[config.mk]
export PLATFORM = sky130hd
export DESIGN_NAME = ps2_kbd_rx_flat
export DESIGN_NICKNAME = d
export VERILOG_FILES = /design/src/rtl/ps2_kbd_rx_pkg.sv /design/src/rtl/ps2_kbd_rx_if.sv /design/src/rtl/ps2_kbd_rx_event_fifo.sv /design/src/rtl/ps2_kbd_rx.sv /design/src/flat_wrapper.sv
export SDC_FILE = /design/constraint.sdc
export NUM_CORES = 1
export LEC_CHECK = 0
export CAP_MARGIN = 30
export CORE_MARGIN = 1
export CORE_UTILIZATION = 30
export CTS_CLUSTER_SIZE = 25
export DETAILED_ROUTE_END_ITERATION = 7
export PLACE_DENSITY = 0.49
export SKIP_CTS_REPAIR_TIMING = 1
export SLEW_MARGIN = 15
export SYNTH_ARGS = -nofsm -noshare
export SYNTH_HDL_FRONTEND = slang
export SYNTH_SLANG_ARGS = --single-unit
[constraint.sdc]
create_clock -name clk -period 3.2 [get_ports clk]
set_input_delay 0.64 -clock clk [delete_from_list [all_inputs] [get_ports clk]]
set_output_delay 0.64 -clock clk [all_outputs]
set_load 0.02 [all_outputs]
[src/rtl/ps2_kbd_rx_pkg.sv]
`timescale 1ns/1ps
`default_nettype none
// ============================================================================
//  Module   : ps2_pkg
//  Purpose  : Shared types and constants for the PS/2 keyboard receiver:
//             frame FSM state enum, prefix scancodes, event layout.
//  Revision : 1.0  initial release
// ============================================================================
package ps2_pkg;

  // Frame deserialiser states
  typedef enum logic [1:0] {
    FRM_IDLE   = 2'd0,
    FRM_DATA   = 2'd1,
    FRM_PARITY = 2'd2,
    FRM_STOP   = 2'd3
  } frame_state_e;

  // Prefix scancodes
  localparam logic [7:0] PS2_EXT_PREFIX = 8'hE0;
  localparam logic [7:0] PS2_BRK_PREFIX = 8'hF0;

  // Event word layout: {brk, ext, code[7:0]}
  localparam int PS2_EVT_W        = 10;
  localparam int PS2_EVT_BRK_BIT  = 9;
  localparam int PS2_EVT_EXT_BIT  = 8;
  localparam int PS2_EVT_CODE_MSB = 7;
  localparam int PS2_EVT_CODE_LSB = 0;

  // True when data plus parity bit carry an odd number of ones
  function automatic logic ps2_odd_parity_ok(input logic [7:0] data, input logic par);
    return ^{data, par};
  endfunction

endpackage
`default_nettype wire

[src/rtl/ps2_kbd_rx_if.sv]
`timescale 1ns/1ps
`default_nettype none
// ============================================================================
//  Module   : ps2_kbd_rx_if
//  Purpose  : CPU read port of the PS/2 keyboard event FIFO.
//             master = receiver side (drives data), slave = CPU side.
//  Revision : 1.0  initial release
// ============================================================================
interface ps2_kbd_rx_if #(
  parameter int FIFO_DEPTH = 8
) ();

  logic                               rd_en;
  logic                               rd_valid;
  logic [ps2_pkg::PS2_EVT_W-1:0]      rd_data;
  logic [$clog2(FIFO_DEPTH):0]        fifo_count;

  modport master (
    input  rd_en,
    output rd_valid,
    output rd_data,
    output fifo_count
  );

  modport slave (
    output rd_en,
    input  rd_valid,
    input  rd_data,
    input  fifo_count
  );

endinterface
`default_nettype wire

[src/rtl/ps2_kbd_rx_event_fifo.sv]
`timescale 1ns/1ps
`default_nettype none
// ============================================================================
//  Module   : ps2_event_fifo
//  Purpose  : Synchronous first-word-fall-through FIFO. A push into a full
//             FIFO is accepted only when a pop happens in the same cycle.
//  Revision : 1.0  initial release
// ============================================================================
module ps2_event_fifo #(
  parameter int DEPTH = 8,
  parameter int WIDTH = 10
) (
  input  wire logic               clk,
  input  wire logic               reset,
  input  wire logic               push_i,
  input  wire logic [WIDTH-1:0]   push_data_i,
  input  wire logic               pop_i,
  output logic      [WIDTH-1:0]   pop_data_o,
  output logic                    full_o,
  output logic                    empty_o,
  output logic [$clog2(DEPTH):0]  count_o
);

  localparam int AW = $clog2(DEPTH);

  logic [WIDTH-1:0] mem_q [DEPTH];
  logic [AW-1:0]    wr_ptr_q;
  logic [AW-1:0]    rd_ptr_q;
  logic [AW:0]      count_q;

  logic w_do_pop;
  logic w_do_push;

  assign empty_o    = (count_q == '0);
  assign full_o     = (count_q == (AW+1)'(DEPTH));
  assign count_o    = count_q;
  assign pop_data_o = mem_q[rd_ptr_q];

  assign w_do_pop  = pop_i & ~empty_o;
  assign w_do_push = push_i & (~full_o | w_do_pop);

  // Storage write; contents need no reset since count gates visibility
  always_ff @(posedge clk) begin
    if (w_do_push) begin
      mem_q[wr_ptr_q] <= push_data_i;
    end
  end

  // Pointers wrap naturally at the power-of-two depth
  always_ff @(posedge clk or negedge reset) begin
    if (!reset) begin
      wr_ptr_q <= '0;
      rd_ptr_q <= '0;
      count_q  <= '0;
    end else begin
      if (w_do_push) wr_ptr_q <= wr_ptr_q + 1'b1;
      if (w_do_pop)  rd_ptr_q <= rd_ptr_q + 1'b1;
      if (w_do_push && !w_do_pop)      count_q <= count_q + 1'b1;
      else if (w_do_pop && !w_do_push) count_q <= count_q - 1'b1;
    end
  end

endmodule
`default_nettype wire

[src/rtl/ps2_kbd_rx.sv]
`timescale 1ns/1ps
`default_nettype none
// ============================================================================
//  Module   : ps2_kbd_rx
//  Purpose  : PS/2 keyboard receiver: line synchronisers, clock de-glitch
//             filter, 11-bit frame deserialiser, E0/F0 prefix decoder and
//             CPU-readable event FIFO with sticky error flags.
//  Options  : PS2_KBD_EXT_DECODE_EN - enables E0/F0 decoding and key_held;
//             when undefined every good byte is queued raw, key_held = 0.
//  Revision : 1.0  initial release
// ============================================================================
module ps2_kbd_rx #(
  parameter int         CLK_HZ         = 50_000_000,
  parameter int         FIFO_DEPTH     = 8,
  parameter int         FILTER_LEN     = 8,
  parameter int         TIMEOUT_CYCLES = 100_000,
  parameter logic [7:0] KEY_CODE       = 8'h29
) (
  input  wire logic         clk,
  input  wire logic         reset,
  input  wire logic         ps2_clk,
  input  wire logic         ps2_dat,
  input  wire logic         err_clr,
  ps2_kbd_rx_if.master      rd_if,
  output logic              key_held,
  output logic              parity_err,
  output logic              frame_err,
  output logic              overflow_err
);

  import ps2_pkg::*;

  localparam logic [1:0] S_IDLE   = FRM_IDLE;
  localparam logic [1:0] S_DATA   = FRM_DATA;
  localparam logic [1:0] S_PARITY = FRM_PARITY;
  localparam logic [1:0] S_STOP   = FRM_STOP;

  localparam int FCW = $clog2(FILTER_LEN + 1);
  localparam int TW  = $clog2(TIMEOUT_CYCLES + 1);

  // ---------------------------------------------------------------- sync
  logic [1:0] clk_sync_q;
  logic [1:0] dat_sync_q;
  logic       w_clk_s;
  logic       w_dat_s;

  // Two-flop synchronisers; lines idle high
  always_ff @(posedge clk or negedge reset) begin
    if (!reset) begin
      clk_sync_q <= 2'b11;
      dat_sync_q <= 2'b11;
    end else begin
      clk_sync_q <= {clk_sync_q[0], ps2_clk};
      dat_sync_q <= {dat_sync_q[0], ps2_dat};
    end
  end

  assign w_clk_s = clk_sync_q[1];
  assign w_dat_s = dat_sync_q[1];

  // -------------------------------------------------------------- filter
  logic [FCW-1:0] filt_cnt_q;
  logic           filt_q;
  logic           filt_prev_q;
  logic           w_fall;

  // Filtered clock flips only after FILTER_LEN consecutive differing samples
  always_ff @(posedge clk or negedge reset) begin
    if (!reset) begin
      filt_cnt_q  <= '0;
      filt_q      <= 1'b1;
      filt_prev_q <= 1'b1;
    end else begin
      filt_prev_q <= filt_q;
      if (w_clk_s == filt_q) begin
        filt_cnt_q <= '0;
      end else if (filt_cnt_q == FCW'(FILTER_LEN - 1)) begin
        filt_q     <= w_clk_s;
        filt_cnt_q <= '0;
      end else begin
        filt_cnt_q <= filt_cnt_q + 1'b1;
      end
    end
  end

  assign w_fall = filt_prev_q & ~filt_q;

  // ----------------------------------------------------------- frame FSM
  logic [1:0]    state_q,   state_d;
  logic [2:0]    bit_cnt_q, bit_cnt_d;
  logic [7:0]    shift_q,   shift_d;
  logic          par_q,     par_d;
  logic [TW-1:0] tmr_q,     tmr_d;
  logic          byte_vld_q, byte_vld_d;
  logic          perr_evt_q, perr_evt_d;
  logic          ferr_evt_q, ferr_evt_d;

  // Next-state: shift bits on filtered falling edges, watchdog between edges
  always_comb begin
    state_d    = state_q;
    bit_cnt_d  = bit_cnt_q;
    shift_d    = shift_q;
    par_d      = par_q;
    tmr_d      = tmr_q;
    byte_vld_d = 1'b0;
    perr_evt_d = 1'b0;
    ferr_evt_d = 1'b0;
    if (state_q != S_IDLE) tmr_d = tmr_q + 1'b1;
    if (w_fall) begin
      tmr_d = '0;
      case (state_q)
        S_IDLE: begin
          if (!w_dat_s) begin
            state_d   = S_DATA;
            bit_cnt_d = '0;
          end
        end
        S_DATA: begin
          shift_d   = {w_dat_s, shift_q[7:1]};
          bit_cnt_d = bit_cnt_q + 1'b1;
          if (bit_cnt_q == 3'd7) state_d = S_PARITY;
        end
        S_PARITY: begin
          par_d   = w_dat_s;
          state_d = S_STOP;
        end
        S_STOP: begin
          state_d = S_IDLE;
          if (!ps2_odd_parity_ok(shift_q, par_q)) perr_evt_d = 1'b1;
          else if (!w_dat_s)                      ferr_evt_d = 1'b1;
          else                                    byte_vld_d = 1'b1;
        end
        default: state_d = S_IDLE;
      endcase
    end else if ((state_q != S_IDLE) && (tmr_q == TW'(TIMEOUT_CYCLES - 1))) begin
      state_d    = S_IDLE;
      ferr_evt_d = 1'b1;
      tmr_d      = '0;
    end
  end

  // Frame FSM registers; a completed byte stays in shift_q for the decoder
  always_ff @(posedge clk or negedge reset) begin
    if (!reset) begin
      state_q    <= S_IDLE;
      bit_cnt_q  <= '0;
      shift_q    <= '0;
      par_q      <= 1'b0;
      tmr_q      <= '0;
      byte_vld_q <= 1'b0;
      perr_evt_q <= 1'b0;
      ferr_evt_q <= 1'b0;
    end else begin
      state_q    <= state_d;
      bit_cnt_q  <= bit_cnt_d;
      shift_q    <= shift_d;
      par_q      <= par_d;
      tmr_q      <= tmr_d;
      byte_vld_q <= byte_vld_d;
      perr_evt_q <= perr_evt_d;
      ferr_evt_q <= ferr_evt_d;
    end
  end

  // ------------------------------------------------------------- decoder
  logic                 w_push;
  logic [PS2_EVT_W-1:0] w_evt;

`ifdef PS2_KBD_EXT_DECODE_EN
  logic ext_q, ext_d;
  logic brk_q, brk_d;
  logic key_held_q, key_held_d;

  // Prefix tracking; any non-prefix byte becomes an event and clears prefixes
  always_comb begin
    ext_d      = ext_q;
    brk_d      = brk_q;
    key_held_d = key_held_q;
    w_push     = 1'b0;
    w_evt      = {brk_q, ext_q, shift_q};
    if (perr_evt_q || ferr_evt_q) begin
      ext_d = 1'b0;
      brk_d = 1'b0;
    end else if (byte_vld_q) begin
      if (shift_q == PS2_EXT_PREFIX) begin
        ext_d = 1'b1;
      end else if (shift_q == PS2_BRK_PREFIX) begin
        brk_d = 1'b1;
      end else begin
        w_push = 1'b1;
        ext_d  = 1'b0;
        brk_d  = 1'b0;
        if (!ext_q && (shift_q == KEY_CODE)) key_held_d = ~brk_q;
      end
    end
  end

  // Prefix flags and held-key level
  always_ff @(posedge clk or negedge reset) begin
    if (!reset) begin
      ext_q      <= 1'b0;
      brk_q      <= 1'b0;
      key_held_q <= 1'b0;
    end else begin
      ext_q      <= ext_d;
      brk_q      <= brk_d;
      key_held_q <= key_held_d;
    end
  end

  assign key_held = key_held_q;
`else
  assign w_push   = byte_vld_q;
  assign w_evt    = {2'b00, shift_q};
  assign key_held = 1'b0;
`endif

  logic w_unused_cfg;
  assign w_unused_cfg = ^{KEY_CODE, 32'(CLK_HZ)};

  // ---------------------------------------------------------------- FIFO
  logic w_full;
  logic w_empty;
  logic w_pop;
  logic w_ovf;

  assign w_pop = rd_if.rd_en & ~w_empty;
  assign w_ovf = w_push & w_full & ~w_pop;

  ps2_event_fifo #(
    .DEPTH (FIFO_DEPTH),
    .WIDTH (PS2_EVT_W)
  ) u_fifo (
    .clk         (clk),
    .reset       (reset),
    .push_i      (w_push),
    .push_data_i (w_evt),
    .pop_i       (rd_if.rd_en),
    .pop_data_o  (rd_if.rd_data),
    .full_o      (w_full),
    .empty_o     (w_empty),
    .count_o     (rd_if.fifo_count)
  );

  assign rd_if.rd_valid = ~w_empty;

  // -------------------------------------------------------------- errors
  logic parity_err_q;
  logic frame_err_q;
  logic overflow_err_q;

  // Sticky flags; a new set beats a simultaneous clear
  always_ff @(posedge clk or negedge reset) begin
    if (!reset) begin
      parity_err_q   <= 1'b0;
      frame_err_q    <= 1'b0;
      overflow_err_q <= 1'b0;
    end else begin
      parity_err_q   <= perr_evt_q | (parity_err_q   & ~err_clr);
      frame_err_q    <= ferr_evt_q | (frame_err_q    & ~err_clr);
      overflow_err_q <= w_ovf      | (overflow_err_q & ~err_clr);
    end
  end

  assign parity_err   = parity_err_q;
  assign frame_err    = frame_err_q;
  assign overflow_err = overflow_err_q;

endmodule
`default_nettype wire

[src/flat_wrapper.sv]
// flat-port wrapper written by rule: the top's interface ports become plain ports
module ps2_kbd_rx_flat import ps2_pkg::*;
#(
  parameter int         CLK_HZ         = 50_000_000,
  parameter int         FIFO_DEPTH     = 8,
  parameter int         FILTER_LEN     = 8,
  parameter int         TIMEOUT_CYCLES = 100_000,
  parameter logic [7:0] KEY_CODE       = 8'h29
)
  (clk, reset, ps2_clk, ps2_dat, err_clr, key_held, parity_err, frame_err, overflow_err, rd_if_rd_en, rd_if_rd_valid, rd_if_rd_data, rd_if_fifo_count);
  ps2_kbd_rx_if #(.FIFO_DEPTH(FIFO_DEPTH)) rd_if_i ();
  input  wire logic clk;
  input  wire logic reset;
  input  wire logic ps2_clk;
  input  wire logic ps2_dat;
  input  wire logic err_clr;
  output logic key_held;
  output logic parity_err;
  output logic frame_err;
  output logic overflow_err;
  input wire logic [$bits(rd_if_i.rd_en)-1:0] rd_if_rd_en;
  output wire logic [$bits(rd_if_i.rd_valid)-1:0] rd_if_rd_valid;
  output wire logic [$bits(rd_if_i.rd_data)-1:0] rd_if_rd_data;
  output wire logic [$bits(rd_if_i.fifo_count)-1:0] rd_if_fifo_count;
  assign rd_if_i.rd_en = rd_if_rd_en;
  assign rd_if_rd_valid = rd_if_i.rd_valid;
  assign rd_if_rd_data = rd_if_i.rd_data;
  assign rd_if_fifo_count = rd_if_i.fifo_count;
  ps2_kbd_rx #(.CLK_HZ(CLK_HZ), .FIFO_DEPTH(FIFO_DEPTH), .FILTER_LEN(FILTER_LEN), .TIMEOUT_CYCLES(TIMEOUT_CYCLES), .KEY_CODE(KEY_CODE)) u_core (.clk(clk), .reset(reset), .ps2_clk(ps2_clk), .ps2_dat(ps2_dat), .err_clr(err_clr), .rd_if(rd_if_i), .key_held(key_held), .parity_err(parity_err), .frame_err(frame_err), .overflow_err(overflow_err));
endmodule
== Yosys cells after proc, flatten, opt, wreduce, memory -nomap -nowiden ==
Memory sizes are Yosys's and may differ from the RTL's.
Cells that the tools add are included.
Operators by class
  reductions and logical operators: 18
  muxes and demuxes: 28
  add/subtract/negate cells: 7
  bitwise operators: 18
  equality and inequality tests: 11
Operator list (count)
  $mux 17: 3
  $add 17x1->17 const B: 1
  $eq 17x17->1 const B: 1
  $mux 4: 4
  $mux 1: 14
  $add 3x1->3 const B: 3
  $reduce_xor 9->1: 1
  $add 4x1->4 const B: 2
  $and 1x1->1: 8
  $mux 2: 4
  $pmux 2 s4: 1
  $reduce_bool 2->1: 4
  $ne 3x3->1 const B: 2
  $not 1->1: 6
  $pmux 3 s2: 1
  $reduce_and 2->1: 3
  $reduce_and 3->1: 2
  $eq 2x2->1 const B: 2
  $eq 4x3->1 const B: 1
  $eq 4x4->1 const B: 1
  $logic_not 4->1: 1
  $or 1x1->1: 4
  $sub 4x1->4 const B: 1
  $eq 3x3->1 const B: 1
  other kinds (8): 11
Storage, ports and cells
  RAM bits: 64
  word-level logic and storage cells: 102
  register bits after elaboration: 57
  memories: 1
  output and inout bits: 19
  bits of input ports: 6
Memories
  u_core.u_fifo.mem_q: words 8, bits a word 8, rd ports 1, clocked after memory_dff 0, wr ports 1, line ps2_kbd_rx_event_fifo.sv:26  | logic [WIDTH-1:0] mem_q [DEPTH];

== Depth between registers and ports, before layout ==
  depth in word-level cells: 9
  depth in mapped cells: 12
  mapped depth without buffers: 11

== By module ==
Synthesis repeated with hierarchy kept, for this count alone.
Unflattened totals
  cells, all modules: 394
  area, all modules: 5974.5 µm²
By module, submodules not included
  ps2_event_fifo: area each 3648.5 µm², cells an instance 178, seq. area each 2652.5 µm², instances 1
  ps2_kbd_rx: area each 2326.0 µm², cells an instance 216, seq. area each 1183.6 µm², instances 1

== Worst setup path before layout ==
Ideal clock, no wire load.
  path kind: reg-to-reg
  from: reg u_core.u_fifo.count_q[0], in the netlist u_core.u_fifo.count_o[0]
  to: reg u_core.u_fifo.count_q[3], in the netlist u_core.u_fifo.count_o[3]
  library setup time: 132 ps
  period minus slack after synthesis: 2488 ps
  stages on the path, launching flop included: 13
  slack: 712 ps
  arrival time: 2356 ps
  path buffers: 1
  path through: dfrtp_1 nor3_1 nand3b_1 and2_1 clkbuf_1 ha_1 inv_1 ha_1 a21o_1 a21oi_1 xnor2_1 nor2_1 xor2_1
Between the ends
  word-level cells in the longest chain between the ends: 8
  elaborated cells between the ends (all ways): 16
RTL lines
  start: declaration: line ps2_kbd_rx_event_fifo.sv:29  | logic [AW:0] count_q;
  start signal: assignment: line ps2_kbd_rx_event_fifo.sv:58  | if (w_do_push && !w_do_pop) count_q <= count_q + 1'b1;
  start signal: assignment: line ps2_kbd_rx_event_fifo.sv:59  | else if (w_do_pop && !w_do_push) count_q <= count_q - 1'b1;
  $logic_not 4->1: line ps2_kbd_rx_event_fifo.sv:34  | assign empty_o = (count_q == '0);
  $not 1->1: line ps2_kbd_rx_event_fifo.sv:39  | assign w_do_pop = pop_i & ~empty_o;
  $and 1x1->1: line ps2_kbd_rx_event_fifo.sv:39
  $or 1x1->1 (*): line ps2_kbd_rx_event_fifo.sv:40  | assign w_do_push = push_i & (~full_o | w_do_pop);
  $and 1x1->1 (*): line ps2_kbd_rx_event_fifo.sv:40
  named net u_core.u_fifo.w_do_push: line ps2_kbd_rx_event_fifo.sv:32  | logic w_do_push;
  $logic_not 1->1: line ps2_kbd_rx_event_fifo.sv:59
  $logic_and 1x1->1: line ps2_kbd_rx_event_fifo.sv:59
  $reduce_bool 2->1 (no source line)
Mark *: on every way through the listed nets, which the timed path passes. The rest lies on a longest branch. The select of a mux whose other input is x is not followed.
A chain may end at the register's enable or synchronous reset.

== Final worst setup path ==
  from: reg u_core.u_fifo.rd_ptr_q[0]
  to: out rd_if_rd_data[2]
Between the ends
  word-level cells in the longest chain between the ends: 1
RTL lines
  start: declaration: line ps2_kbd_rx_event_fifo.sv:28  | logic [AW-1:0] rd_ptr_q;
  start signal: assignment: line ps2_kbd_rx_event_fifo.sv:57  | if (w_do_pop) rd_ptr_q <= rd_ptr_q + 1'b1;
  $mem_v2 8x8
  end: declaration: line flat_wrapper.sv:23  | output wire logic [$bits(rd_if_i.rd_data)-1:0] rd_if_rd_data;
Every way passes these cells.

==> run metrics <==
Area Growth Syn to Fin=22.7%; clock skew=8.99 ps; number of clock sinks=121; top cells by area, synth=edfxtp_1, dfrtp_1, mux4_2; CP arrival=2390 ps; Nets=413; Synth top cells by count=edfxtp_1, dfrtp_1, nor2_1; r2r endpoint=u_core.u_fifo.count_o[3]$_DFFE_PN0P_; fraction of registers with async set/reset=47.1%; Die Span Y=134 um; antenna diode count=0; CP Launch Type=flip-flop; Leakage=2.52 nW; DR iter-0 viols=181; TritonRoute pass-1 iters=4; Worst R2R Setup Slack=650 ps; Placed Area=5760 sq um; ratio of cells with drive above 1 in the final layout=24.4%; Main synth FF type=edfxtp_1; crit share post-route=94.7%; first-pass GRT wire length=16000 um; H-Tree Depth=4; largest net degree at the start of global routing=42; Setup CP Type=reg2out; CP Max Fanout=16; register area share after synthesis=64.2%; WL per Instance=15.3 um; Internal=0.00364 W; Synth area leader=edfxtp_1; clk slew on worst S/H paths=60 ps; Power Dens Cells=789 nW/um^2; CP required=2560 ps; vias in the first global route=3029; Syn Std Cell Area=5220 sq um; dominant cell by count in the synthesized netlist=edfxtp_1; Overflow after GRT=0; antenna violations before repair=0; root buf cell=clkbuf_16; Clk pwr share=39.4%; multi-input logic area=1780 sq um; Vias/cell=4.61; Max IR drop VDD=404 uV; Initial Util=31.1%; DRC Markers=0; hpwl dp=6210 um; post-synth cell types=52; Yosys warning total=0; CTS tree=done; combinational power share=20.7%; gate count of the mapped netlist=349; CTS Buf Count=17; core area=16800 sq um; total track usage=11.8%; Fin. Hold Viols=0; Routed Antenna Nets=0; Highest Clock Rate=0.330 GHz; number of I/O pins=25; setup violators final=0; status=finished, final reports clean; Final Core Density=38.1%; measured slew at the worst slew-check pin=684 ps; top-area cell type share of the netlist area=36.8%; setup TNS=0 ps; Fillers=1610; min Tclk post-route=3030 ps; FF-to-FF Start=u_core.u_fifo.count_o[0]$_DFFE_PN0P_; Avg Cell Area, Syn=15.0 sq um; RSZ-0062 raised after global routing=false; CP Capture Type=output pin; Psw=0.00141 W; Post-Route WL=9580 um; FF+latch count, synth=121; worst hold slack=81.5 ps; Clock Latency Late Sink=410 ps; post-route cell area=6410 sq um; GPL Wtd Cong=0.787; Flop pwr share=39.8%; min-delay worst type=in2async; Max-slew headroom=54.1%; CTS max path bufs=2; area taken by flip-flops and latches=3360 sq um; max-slew violation count=0; die area=17900 sq um; row cnt=47; Reg2Reg Depth=11; total number of vias=2886; Sw Ratio=27.9%; EDFF count, synth=64; number of max-cap violations=0; port bufs=21; Die X=134 um
how the worst max path moves through the flow:
stage / endpoint / start / slack [ps]
2_1_floorplan: u_core.u_fifo.count_o[3]$_DFFE_PN0P_ / u_core.u_fifo.count_o[0]$_DFFE_PN0P_ / 710
3_3_place_gp: u_core.u_fifo.count_o[3]$_DFFE_PN0P_ / rd_if_rd_en / 400
3_5_place_dp: u_core.u_fifo.count_o[3]$_DFFE_PN0P_ / rd_if_rd_en / 320
4_1_cts: rd_if_rd_data[2] / u_core.u_fifo.rd_ptr_q[1]$_DFFE_PN0N_ / 10
5_1_grt: rd_if_rd_data[2] / u_core.u_fifo.rd_ptr_q[0]$_DFFE_PN0N_ / 100
6_report: rd_if_rd_data[2] / u_core.u_fifo.rd_ptr_q[0]$_DFFE_PN0N_ / 170
per-stage QoR:
stage	worst slack [ps]	cells	power (W)
3_5_place_dp	319	593	0.00311
4_1_cts	13.7	625	0.00512
6_report	170	626	0.00505
2_1_floorplan	712	351	0.00275
5_1_grt	98.5	626	0.00531
3_3_place_gp	398	593	0.00309
placed cells by master, fill, tap and decap left out, types with 2 or more instances in the layout:
cell type / instances
nor3_1: 8
clkinvlp_4: 2
o2bb2ai_1: 2
bufinv_16: 4
mux2_2: 22
mux4_2: 16
or2_2: 2
buf_12: 2
buf_4: 13
clkinv_1: 2
dfstp_2: 6
nor4_1: 3
o21ai_0: 6
inv_1: 8
clkbuf_16: 17
dfrtp_1: 50
nor2b_1: 3
and2_1: 2
xnor2_1: 20
nand4_1: 3
clkinv_4: 2
xor2_1: 8
nand2_1: 20
a22o_1: 3
a21o_1: 3
edfxtp_1: 64
nand3_1: 9
nand3b_1: 2
nand2b_1: 4
clkdlybuf4s50_1: 20
inv_6: 3
clkinv_2: 2
conb_1: 3
a21oi_1: 6
ha_1: 13
nor2_1: 29
layer usage:
layer,share of wire (%),track usage [%]
met3,3.2,3.29
met2,50,19.5
met1,46,14.5
met5,0,0
met4,1.0,4.92
power groups by stage:
stage,combinational [W],clock [W],sequential (W)
floorplan,0.000788,0,0.00196
global placement,0.00105,0,0.00204
detailed placement,0.00107,0,0.00205
CTS,0.00107,0.00203,0.00202
global route,0.00116,0.00211,0.00204
finish,0.00105,0.00199,0.00201
sequential cells by signal (all words and copies together) (netlist names), 3 cells and up:
name                    cells
u_core.u_fifo.mem_q        64
u_core.u_fifo.count_o       4
u_core.shift_q              8
u_core.u_fifo.rd_ptr_q      3
u_core.bit_cnt_q            3
u_core.u_fifo.wr_ptr_q      3
u_core.tmr_q               17
u_core.filt_cnt_q           4
area by class of cell:
cell class                 instances  area share, %
sequential                       121           52.4
timing repair buffer              36           5.35
clock inverter                    15           3.07
tap                              220           4.30
clock buffer                      17           6.64
inverter                           8          0.469
multi-input combinational        209           27.8
critical path: stages (launching register included):
cell and delay, ps:
dfrtp_1 430, buf_12 210, mux4_2 510, mux2_2 290, clkdlybuf4s50_1 540
kinds of logic (layout without fill, tap and decap cells):
kind of cell | Yosys count | after routing | share of synthesized area (%)
mux | 38 | 38 | 11.6
xor+xnor | 29 | 29 | 5.13
other cells | 1 | 3 | 0.0718
flops | 121 | 121 | 64.2
buf+inv | 21 | 76 | 1.82
fa+ha+maj | 14 | 14 | 3.50
compound gates | 29 | 29 | 3.83
simple gates | 96 | 96 | 9.77
(Power assumes the default switching activity.)
